`config.mk`:
```
export PLATFORM = sky130hd
export DESIGN_NAME = fault_syndrome_mon
export DESIGN_NICKNAME = d
export VERILOG_FILES = /design/src/rtl/fault_syndrome_mon_pkg.sv /design/src/rtl/fault_syndrome_mon_reduce.sv /design/src/rtl/fault_syndrome_mon.sv
export SDC_FILE = /design/constraint.sdc
export NUM_CORES = 1
export LEC_CHECK = 0
export BUFFER_PORTS_ARGS = -buffer_cell sky130_fd_sc_hd__buf_2
export CAP_MARGIN = 30
export CORE_UTILIZATION = 57
export DETAILED_ROUTE_END_ITERATION = 16
export PLACE_DENSITY = 0.86
export SLEW_MARGIN = 30
export SYNTH_ARGS = -nofsm -noshare
export SYNTH_HDL_FRONTEND = slang
export SYNTH_SLANG_ARGS = --single-unit
```
`constraint.sdc`:
```
create_clock -name clk -period 7.4 [get_ports clk]
set_clock_uncertainty 0.2 [all_clocks]
set_input_delay 0.74 -clock clk [delete_from_list [all_inputs] [get_ports clk]]
set_output_delay 0.74 -clock clk [all_outputs]
set_load 0.005 [all_outputs]
```
`src/rtl/fault_syndrome_mon_pkg.sv`:
```
// Shared types and constants for the fault syndrome monitor.
package fault_syndrome_mon_pkg;

  typedef enum logic [1:0] {
    MON     = 2'd0,
    SUSPECT = 2'd1,
    LOCKED  = 2'd2
  } fsm_state_e;

  localparam int unsigned FAULT_CNT_W = 8;

endpackage

```
`src/rtl/fault_syndrome_mon_reduce.sv`:
```
// Combinational reduction of an interleaved sum/carry flag vector into
// per-stage select, prefix isolation mask and lowest faulty slice index.
module syndrome_reduce #(
  parameter int unsigned WIDTH = 4,
  parameter int unsigned IDX_W = 2
) (
  input  logic [2*WIDTH-1:0] flags,
  output logic [WIDTH-1:0]   stage_sel,
  output logic [WIDTH-1:0]   iso_mask,
  output logic [IDX_W-1:0]   low_idx
);

  logic acc;
  logic found;

  always_comb begin
    stage_sel = '0;
    iso_mask  = '0;
    low_idx   = '0;
    acc       = 1'b0;
    found     = 1'b0;
    for (int unsigned i = 0; i < WIDTH; i++) begin
      stage_sel[i] = flags[2*i+1] | flags[2*i];
      acc          = acc | stage_sel[i];
      iso_mask[i]  = acc;
      if (stage_sel[i] && !found) begin
        low_idx = IDX_W'(i);
        found   = 1'b1;
      end
    end
  end

endmodule

```
`src/rtl/fault_syndrome_mon.sv`:
```
// Adder fault syndrome monitor: debounces sum/carry mismatches, latches
// sticky fault flags until acknowledged. Optional FAULT_SYNDROME_CNT_EN adds fault_cnt.
module fault_syndrome_mon
  import fault_syndrome_mon_pkg::*;
#(
  parameter int unsigned WIDTH   = 4,
  parameter int unsigned CONFIRM = 2
) (
  input  logic                       clk,
  input  logic                       clr,
  input  logic                       chk_valid,
  input  logic [WIDTH-1:0]           sf,
  input  logic [WIDTH-1:0]           cf,
  input  logic [WIDTH-1:0]           exp_s,
  input  logic [WIDTH-1:0]           exp_c,
  input  logic                       flt_ack,
  output logic [2*WIDTH-1:0]         fault_flags,
  output logic [WIDTH-1:0]           stage_sel,
  output logic [WIDTH-1:0]           iso_mask,
  output logic                       fault_req,
  output logic [$clog2(WIDTH)-1:0]   first_idx
`ifdef FAULT_SYNDROME_CNT_EN
  ,
  output logic [FAULT_CNT_W-1:0]     fault_cnt
`endif
);

  localparam int unsigned IDX_W  = $clog2(WIDTH);
  localparam int unsigned MISS_W = $clog2(CONFIRM + 1);

  fsm_state_e          state_q, state_d;
  logic [MISS_W-1:0]   miss_cnt_q, miss_cnt_d, miss_inc;
  logic [2*WIDTH-1:0]  pend_q, pend_d;
  logic [2*WIDTH-1:0]  flags_q, flags_d;
  logic [WIDTH-1:0]    stage_sel_q, stage_sel_d;
  logic [WIDTH-1:0]    iso_mask_q, iso_mask_d;
  logic [IDX_W-1:0]    first_idx_q, first_idx_d, low_idx;
  logic                fault_req_q, fault_req_d;
  logic [2*WIDTH-1:0]  m;
  logic                ack_clr;
  logic                enter_lock;

  always_comb begin
    m = '0;
    for (int unsigned i = 0; i < WIDTH; i++) begin
      m[2*i]   = cf[i] ^ exp_c[i];
      m[2*i+1] = sf[i] ^ exp_s[i];
    end
  end

  assign miss_inc = miss_cnt_q + MISS_W'(1);
  assign ack_clr  = (state_q == LOCKED) && flt_ack;

  // Ack takes priority over any check presented in the same cycle.
  always_comb begin
    state_d    = state_q;
    miss_cnt_d = miss_cnt_q;
    pend_d     = pend_q;
    flags_d    = flags_q;
    if (ack_clr) begin
      state_d    = MON;
      miss_cnt_d = '0;
      pend_d     = '0;
      flags_d    = '0;
    end else if (chk_valid) begin
      unique case (state_q)
        MON: begin
          if (|m) begin
            miss_cnt_d = MISS_W'(1);
            pend_d     = m;
            if (CONFIRM == 1) begin
              state_d = LOCKED;
              flags_d = m;
            end else begin
              state_d = SUSPECT;
            end
          end
        end
        SUSPECT: begin
          if (|m) begin
            miss_cnt_d = miss_inc;
            pend_d     = pend_q | m;
            if (miss_inc == MISS_W'(CONFIRM)) begin
              state_d = LOCKED;
              flags_d = pend_q | m;
            end
          end else begin
            state_d    = MON;
            miss_cnt_d = '0;
            pend_d     = '0;
          end
        end
        LOCKED: flags_d = flags_q | m;
        default: begin
          state_d    = MON;
          miss_cnt_d = '0;
          pend_d     = '0;
          flags_d    = '0;
        end
      endcase
    end
  end

  // Reduction runs on next-state flags so derived outputs register alongside them.
  syndrome_reduce #(
    .WIDTH (WIDTH),
    .IDX_W (IDX_W)
  ) u_reduce (
    .flags     (flags_d),
    .stage_sel (stage_sel_d),
    .iso_mask  (iso_mask_d),
    .low_idx   (low_idx)
  );

  assign enter_lock = (state_q != LOCKED) && (state_d == LOCKED);

  always_comb begin
    first_idx_d = first_idx_q;
    if (ack_clr) begin
      first_idx_d = '0;
    end else if (enter_lock) begin
      first_idx_d = low_idx;
    end
    fault_req_d = (state_d == LOCKED);
  end

  always_ff @(posedge clk or negedge clr) begin
    if (!clr) begin
      state_q     <= MON;
      miss_cnt_q  <= '0;
      pend_q      <= '0;
      flags_q     <= '0;
      stage_sel_q <= '0;
      iso_mask_q  <= '0;
      first_idx_q <= '0;
      fault_req_q <= 1'b0;
    end else begin
      state_q     <= state_d;
      miss_cnt_q  <= miss_cnt_d;
      pend_q      <= pend_d;
      flags_q     <= flags_d;
      stage_sel_q <= stage_sel_d;
      iso_mask_q  <= iso_mask_d;
      first_idx_q <= first_idx_d;
      fault_req_q <= fault_req_d;
    end
  end

  assign fault_flags = flags_q;
  assign stage_sel   = stage_sel_q;
  assign iso_mask    = iso_mask_q;
  assign fault_req   = fault_req_q;
  assign first_idx   = first_idx_q;

`ifdef FAULT_SYNDROME_CNT_EN
  logic [FAULT_CNT_W-1:0] fault_cnt_q, fault_cnt_d;

  always_comb begin
    fault_cnt_d = fault_cnt_q;
    if (enter_lock && (fault_cnt_q != '1)) begin
      fault_cnt_d = fault_cnt_q + FAULT_CNT_W'(1);
    end
  end

  always_ff @(posedge clk or negedge clr) begin
    if (!clr) begin
      fault_cnt_q <= '0;
    end else begin
      fault_cnt_q <= fault_cnt_d;
    end
  end

  assign fault_cnt = fault_cnt_q;
`endif

endmodule
```
==> results.toml, run 1 <==
[outcome]
status = "finished, final reports clean"

[worst_setup_path]
crit_family = "simple AND/OR/NAND/NOR gates"
max_stage_delay_ns = 0.69
crit_chain = "nor2b_1, nand2_1, o31ai_1, a211oi_1, nor2_1, inv_1, or4_1"
crit_fanout = 18
worstSetupPathType = "reg2reg"
crit_arrival_ns = 3.05
path_buf_inv = 1
slowest_stage = "dfrtp_1"
crit_required_ns = 7.41
cp-start-kind = "register"
cp-end-kind = "register"

[sta]
tightestPinTransition_ns = 0.685
hold_viol = 0
slew_headroom_pct = 54.2
slew_violations = 0
min_period_ns = 3.03
fin_crit_sh_pct = 41.0
setup_tns_ns = 0
hold_slack_ns = 0.219
rsz0062_at_grt = "false"
fin_ws_ns = 4.37
setup_viol = 0
fmaxAchievable_ghz = 0.329

[global_routing]
overflow = 0
grt_pass1_wl_um = 6710
grt_max_degree = 31
grt_use_total_pct = 27.8
antenna_found_initial = 0
grt_pass1_vias = 1427

[synthesis]
synthArstFlopShare_pct = 100
yosysUniqueCellTypes = 43
synth_top_flop_cell = "dfrtp_1"
synth_top_area_share_pct = 44.9
synth_top_area_cell = "dfrtp_1"
synth_warnings = 0
synth.net_count = 189
synth_area_leaders = "dfrtp_1 (45%), a22o_1 (4.7%), xor2_1 (4.2%), a21oi_1 (3.6%), a211oi_1 (3.1%)"
synthTopCellsByCount = "dfrtp_1 (30), a21oi_1 (12), inv_1 (11), o21ai_0 (10), a22o_1 (9)"
synth.most_common_cell = "dfrtp_1"
syn_avg_cell_area_um2 = 9.94
synth_edf_count = 0
ys_seq_elements = 30
yosysSeqAreaShare_pct = 44.9
synthCells = 168
syn_area_um2 = 1670

[placed_design]
place_congestion = 0.878
post-place-ws_ns = 4.12
portBuffers = 38
place_inst = 229
post-dp-hpwl_um = 2920

[cts]
cts-root-buf = "clkbuf_4"
insertion_delay_ns = 0.34
cts.htree.levels = 2
path_clk_slew_ns = 0.09
cts_resized = 0
cts_made_buffers = 5
cts_tree = "yes"
cts_buffer_depth = 2
post-cts-setup-buffer-count = 0
clock-sinks = 30
holdBufCountCts = 0

[routing]
drtIter0Drc = 92
drcViolationCount = 0
via_per_inst = 6.39
routedWlPerCell_um = 16.6
drt-total-wl_um = 3930
dr.pass1.iters = 5
vias = 1507
detail-route-antenna-nets = 0

[min_path]
min_path_type = "in2async"

[floorplanning]
die_h_um = 56.1
dieArea_um2 = 3150
pin_count = 39
coreArea_um2 = 2760
die_x_um = 56.1
initial_utilization_pct = 60.6
num_rows = 19

[final_layout]
area_growth_pct = 14.8
fillers = 195
final_cells = 236
fin_nets = 226
num_antenna_cells = 0
drive_above_1_share_pct = 26.8

[power]
cellPowerDensity_nw_per_um2 = 397
vdd_ir_drop_max_v = 0.000319
leakagePower_nw = 0.870

[run]
drv_cap = 0
==> cell families (layout without fill, tap and decap cells) <==
kind of cell             count (synthesis)  count (layout)  share of synthesized area (%)
AND/OR/NAND/NOR                         39              39                           14.9
adder cells (fa/ha/maj)                  1               1                          0.749
AO/OA/AOI/OAI                           67              67                           28.2
flip-flops                              30              30                           44.9
XOR/XNOR                                 8               8                           4.19
multiplexers                             4               4                           2.47
buffers and inverters                   19              56                           4.57
==> stage by stage <==
step / utilization [%] / power [mW] / instance area, um2
final: 69.5 / 0.761 / 1920
after detailed placement: 67.8 / 0.665 / 1870
after global routing: 69.5 / 0.819 / 1920
after global placement: 67.6 / 0.650 / 1860
after CTS: 69.5 / 0.758 / 1920
after floorplan: - / 0.552 / 1670
==> sequential cells by signal, indices dropped and copies added (netlist names) <==
name and cells:
miss_cnt_q 2, fault_flags 8, stage_sel 3, state_q 2
first_idx 2, pend_q 8, iso_mask 4, fault_req 1
==> placed cells by master, fill, tap and decap left out, types with 2 or more instances in the layout <==
cell and instances:
nor2_1 4, clkbuf_4 5, dfrtp_1 30, buf_2 38
or2_2 2, a21oi_1 12, nand2_1 7, nand3_1 3
a22o_1 9, o221ai_1 2, xor2_1 8, nand2b_1 3
and2_1 4, a211oi_1 7, nor3_1 3, o31ai_1 3
or4_1 3, a31oi_1 4, clkinv_2 2, nor4_4 2
nor2b_1 4, o21a_1 5, o21ai_0 10, o22ai_1 3
mux2i_1 3, inv_1 11
==> where the power goes <==
part	internal, mW	switching [mW]	leakage (nW)
Sequential	0.236	0.0657	0.352
Combinational	0.169	0.200	0.488
Clock	0.0340	0.0570	0.0308
==> layout make-up <==
| type | instances | area, um2 | share of cell area (%) |
|---|---|---|---|
| Tap cell | 31 | 38.8 | 2.02 |
| Timing Repair Buffer | 38 | 190 | 9.92 |
| Inverter | 11 | 41.3 | 2.15 |
| Sequential cell | 30 | 751 | 39.2 |
| Clock inverter | 2 | 10.0 | 0.522 |
| Clock buffer | 5 | 37.5 | 1.96 |
| Multi-Input combinational cell | 119 | 848 | 44.3 |
==> per-layer routing <==
metal  GRT usage [%]  wire length (um)  vias up
met1            37.3              1580      703
met5               0                 0        -
met3            7.44               326        9
li1                -                 -      706
met4            9.41                58        0
met2            43.9              1960       89
==> final timing paths <==
path                       cells after the start             end          start  slack, ns
max                                            7     iso_mask[3]     state_q[1]       4.37
min                                            1    stage_sel[2]            clr       0.22
max reg2reg                                    7     iso_mask[3]     state_q[1]       4.37
min reg2reg                                    1   miss_cnt_q[0]  miss_cnt_q[0]       0.31
max in group asynchronous                      1  fault_flags[0]            clr       6.36
min in group clk                               1   miss_cnt_q[0]  miss_cnt_q[0]       0.31
==> worst register-to-register path: stages (launching register included) <==
cell and delay, ns:
dfrtp_1 0.69, nor2b_1 0.64, nand2_1 0.37, o31ai_1 0.16, a211oi_1 0.10, nor2_1 0.20, inv_1 0.09, or4_1 0.46
(Power assumes the default switching activity.)
==> run 2: changes to the inputs <==
- CORE_UTILIZATION: 57 -> 48
- PLACE_DENSITY: 0.86 -> 0.77
- clock period: 7.4 -> 2.5 ns (I/O delays scaled with it)
==> results.toml, run 2 (synthesis gave the netlist of run 1 again) <==
[final_layout]
final_common_cell = "buf_4"
fin_nets = 269
fillers = 276
regArea_um2 = 752
most-common-layout-cells = "buf_4 (42), buf_2 (38), dfrtp_1 (29)"
num_antenna_cells = 0
multi_input_area_um2 = 925
drive_above_1_share_pct = 44.2
area_growth_pct = 40.7

[cts]
clock-sinks = 30
path_clk_slew_ns = 0.10
cts_buffer_depth = 2
cts-root-buf = "clkbuf_4"
insertion_delay_ns = 0.34
cts_tree = "yes"
cts_made_buffers = 5
cts.htree.levels = 2

[floorplanning]
initial_utilization_pct = 50.1
dieArea_um2 = 3720
num_rows = 21
pin_count = 39
die_x_um = 61.0
die_h_um = 61.0
coreArea_um2 = 3340

[sta]
slew_violations = 0
hold_slack_ns = 0.112
fin_crit_sh_pct = 103
rsz0062_at_grt = "true"
fmaxAchievable_ghz = 0.387
tightestPinTransition_ns = 0.654
min_period_ns = 2.59
hold_viol = 0
setup_viol = 1
slew_headroom_pct = 56.4
fin_ws_ns = -0.0871

[routing]
drt-total-wl_um = 4860
vias = 1709
via_per_inst = 5.79
drtIter0Drc = 92
dr.pass1.iters = 4
routedWlPerCell_um = 16.5
drcViolationCount = 0
detail-route-antenna-nets = 0

[global_routing]
overflow = 0
grt_pass1_wl_um = 7250
grt_max_degree = 31
grt_use_total_pct = 27.3
antenna_found_initial = 0
grt_pass1_vias = 1614

[power]
vdd_ir_drop_max_v = 0.000596
leakagePower_nw = 1.10
cellPowerDensity_nw_per_um2 = 1230

[worst_setup_path]
worstSetupPathType = "reg2reg"
crit_fanout = 2
cp-end-kind = "register"
cp-start-kind = "register"
crit_arrival_ns = 2.59
cp-startpoint = "miss_cnt_q[0]"
crit_required_ns = 2.51
r2r_start = "miss_cnt_q[0]"

[min_path]
worstHoldStart = "flt_ack"
min_path_type = "in2reg"

[placed_design]
portBuffers = 38
place_congestion = 0.892
post-place-ws_ns = -0.139
post-dp-hpwl_um = 3390

[outcome]
status = "finished with violations"
violations = "setup timing"

[run]
drv_cap = 0
-- run 2: cell types whose count changed in the layout (fill, tap and decap cells not counted), sizes merged --
cell,previous run,this run
buf,38,80
clkbuf,5,7
clkinv,2,1
dlygate4sd3,0,1
-- run 2: stage by stage --
step	area [um2]	TNS, ns	util, %	power [mW]	instances
3_5_place_dp	2150	-0.190	64.3	2.27	279
5_1_grt	2350	-0.283	70.5	3.07	295
6_report	2350	-0.0871	70.5	2.89	295
3_3_place_gp	2150	-0.0209	64.3	2.21	279
2_1_floorplan	1670	0	-	1.63	168
4_1_cts	2260	-0.0186	67.8	2.68	292
-- run 2: what timing repair did --
| action | in CTS | in global routing |
|---|---|---|
| pin swaps | 4 | 5 |
| endpoints found under the hold margin | 30 | 0 |
| buffers inserted | 4 | 3 |
| gates cloned | 0 | 0 |
| hold buffers | 1 | 0 |
| endpoints found under the setup margin | 1 | 3 |
| resized for setup | 5 | 13 |
-- run 2: final timing paths --
kind | cells past startpoint | slack (ns) | end
worst max-delay path | 9 | -0.09 | iso_mask[3]
worst min-delay path | 4 | 0.11 | fault_flags[7]
worst max register to register | 9 | -0.09 | iso_mask[3]
worst min register to register | 1 | 0.31 | pend_q[7]
max in group asynchronous | 2 | 1.38 | state_q[0]
min in group asynchronous | 2 | 0.26 | miss_cnt_q[1]
-- run 2: layout make-up --
| class | count | share of cell area (%) |
|---|---|---|
| multi-input cells | 119 | 39.3 |
| inverters | 11 | 1.76 |
| flip-flops and latches | 30 | 32.0 |
| clock inverters | 1 | 0.213 |
| repair buffers | 81 | 21.9 |
| well taps | 46 | 2.45 |
| clock buffers | 7 | 2.34 |
-- run 2: worst max-delay path, cell delays in order (launching register included) --
cell	delay, ns
dfrtp_1	0.42
ha_4	0.18
buf_4	0.13
nand2b_4	0.13
o221ai_2	0.12
a22o_1	0.19
a311oi_2	0.06
o21bai_4	0.20
or3_4	0.40
or4_4	0.42
-- run 2: layer usage --
layer	wire length, um	share of wire [%]	vias up	GRT usage, %
met5	0	0	-	0
met4	113	2.3	0	12.7
met3	277	5.7	13	6.40
met2	2530	52	76	46.9
met1	1930	40	834	32.2
li1	-	-	786	-
-- run 2: power breakdown --
group          internal (mW)  total [mW]  leakage [nW]  switching, mW
Sequential             0.701       0.864         0.350          0.163
Clock                  0.136       0.305        0.0353          0.169
Combinational          0.896        1.72         0.715          0.820
Total                   1.73        2.89          1.10           1.15
==> run 3: changes to the inputs <==
- CORE_MARGIN: unset -> 2
==> results.toml, run 3 (synthesis gave the netlist of run 1 again) <==
[sta]
setup_viol = 1
slew_violations = 0
fin_crit_sh_pct = 101
tightestPinTransition_ns = 0.665
rsz0062_at_grt = "true"
hold_viol = 0
slew_headroom_pct = 55.7
fmaxAchievable_ghz = 0.397
min_period_ns = 2.52
fin_ws_ns = -0.0158

[placed_design]
post-place-ws_ns = -0.0765
place_inst = 276
portBuffers = 38
post-dp-hpwl_um = 3260
place_congestion = 0.902

[worst_setup_path]
crit_required_ns = 2.51
cp-start-kind = "register"
rr_worst_depth = 9
crit_arrival_ns = 2.53
cp-end-kind = "register"
crit_fanout = 4
worstSetupPathType = "reg2reg"

[final_layout]
most-common-layout-cells = "buf_2 (38), buf_4 (36), dfrtp_1 (30)"
final_common_cell = "buf_2"
drive_above_1_share_pct = 41.3
final_core_util_pct = 67.8
final_cells = 288
area_growth_pct = 35.4
num_antenna_cells = 0
fin_nets = 263

[floorplanning]
coreArea_um2 = 3340
dieArea_um2 = 3970
die_h_um = 63.0
pin_count = 39
initial_utilization_pct = 50.1
num_rows = 21
die_x_um = 63.0

[cts]
cts.htree.levels = 2
cts_made_buffers = 5
cts-root-buf = "clkbuf_4"
clock-sinks = 30
cts_buffer_depth = 2
path_clk_slew_ns = 0.09
cts_tree = "yes"
insertion_delay_ns = 0.33

[outcome]
status = "finished with violations"
violations = "setup timing"

[routing]
drcViolationCount = 0
detail-route-antenna-nets = 0
routedWlPerCell_um = 15.5
vias = 1680
drtIter0Drc = 90
via_per_inst = 5.83
dr.pass1.iters = 5
drt-total-wl_um = 4460

[global_routing]
grt_use_total_pct = 23.8
antenna_found_initial = 0
grt_pass1_vias = 1632
grt_max_degree = 31
grt_pass1_wl_um = 7320
overflow = 0

[power]
vdd_ir_drop_max_v = 0.000641
leakagePower_nw = 1.05
cellPowerDensity_nw_per_um2 = 1190

[min_path]
whs_path_depth = 4
min_path_type = "in2reg"

[run]
drv_cap = 0
==> run 3: path summary, 6_finish.rpt <==
kind | from | to | slack [ns]
worst max-delay path | miss_cnt_q[1] | iso_mask[3] | -0.02
worst min-delay path | flt_ack | fault_flags[7] | 0.15
worst max register to register | miss_cnt_q[1] | iso_mask[3] | -0.02
worst min register to register | pend_q[7] | pend_q[7] | 0.30
max in group asynchronous | clr | pend_q[5] | 1.39
min in group asynchronous | clr | state_q[0] | 0.28
==> run 3: layout make-up <==
cell class,count,area [um2]
multi-input cells,119,895
clock buffers,5,37.5
inverters,11,41.3
clock inverters,2,10.0
repair buffers,75,470
well taps,46,57.6
flip-flops and latches,30,751
fillers,265,1070
==> run 3: layer usage <==
| metal | up-vias | routed length, um | share of wire, % | GRT usage (%) |
|---|---|---|---|---|
| li1 | 773 | - | - | - |
| met1 | 802 | 1800 | 40 | 27.8 |
| met2 | 89 | 2210 | 49 | 39.8 |
| met3 | 16 | 310 | 6.9 | 6.49 |
| met4 | 0 | 142 | 3.2 | 12.2 |
| met5 | - | 0 | 0 | 0 |
==> run 3: critical path, stage by stage, from the launching register on <==
cell,delay (ns)
dfrtp_1,0.41
inv_2,0.08
ha_4,0.13
nand2_2,0.07
a2111o_1,0.37
a21oi_2,0.15
a311oi_2,0.07
o21bai_4,0.19
or3_4,0.33
or4_1,0.39
==> run 3: report_power, final <==
part / internal (mW) / total, mW / switching [mW]
clock network: 0.101 / 0.266 / 0.165
registers: 0.699 / 0.860 / 0.161
logic: 0.819 / 1.57 / 0.750
total: 1.62 / 2.70 / 1.08
==> run 3: repair_timing <==
item / in CTS / in global routing
setup endpoints to repair: 2 / 4
hold buffers: 1 / 0
gates cloned: 0 / 0
buffers inserted: 1 / 3
resized for setup: 6 / 6
endpoints found under the hold margin: 30 / 0
pin swaps: 1 / 3
==> run 3: metrics by stage <==
stage               instance area, um2  setup TNS [ns]  hold slack, ns  power [mW]
floorplan                         1670               0          -0.246        1.63
CTS                               2210         -0.0134           0.106        2.57
detailed placement                2120         -0.0765           0.117        2.25
global route                      2260         -0.0954           0.120        2.89
global placement                  2120         -0.0222          0.0992        2.19
finish                            2260         -0.0158           0.145        2.70
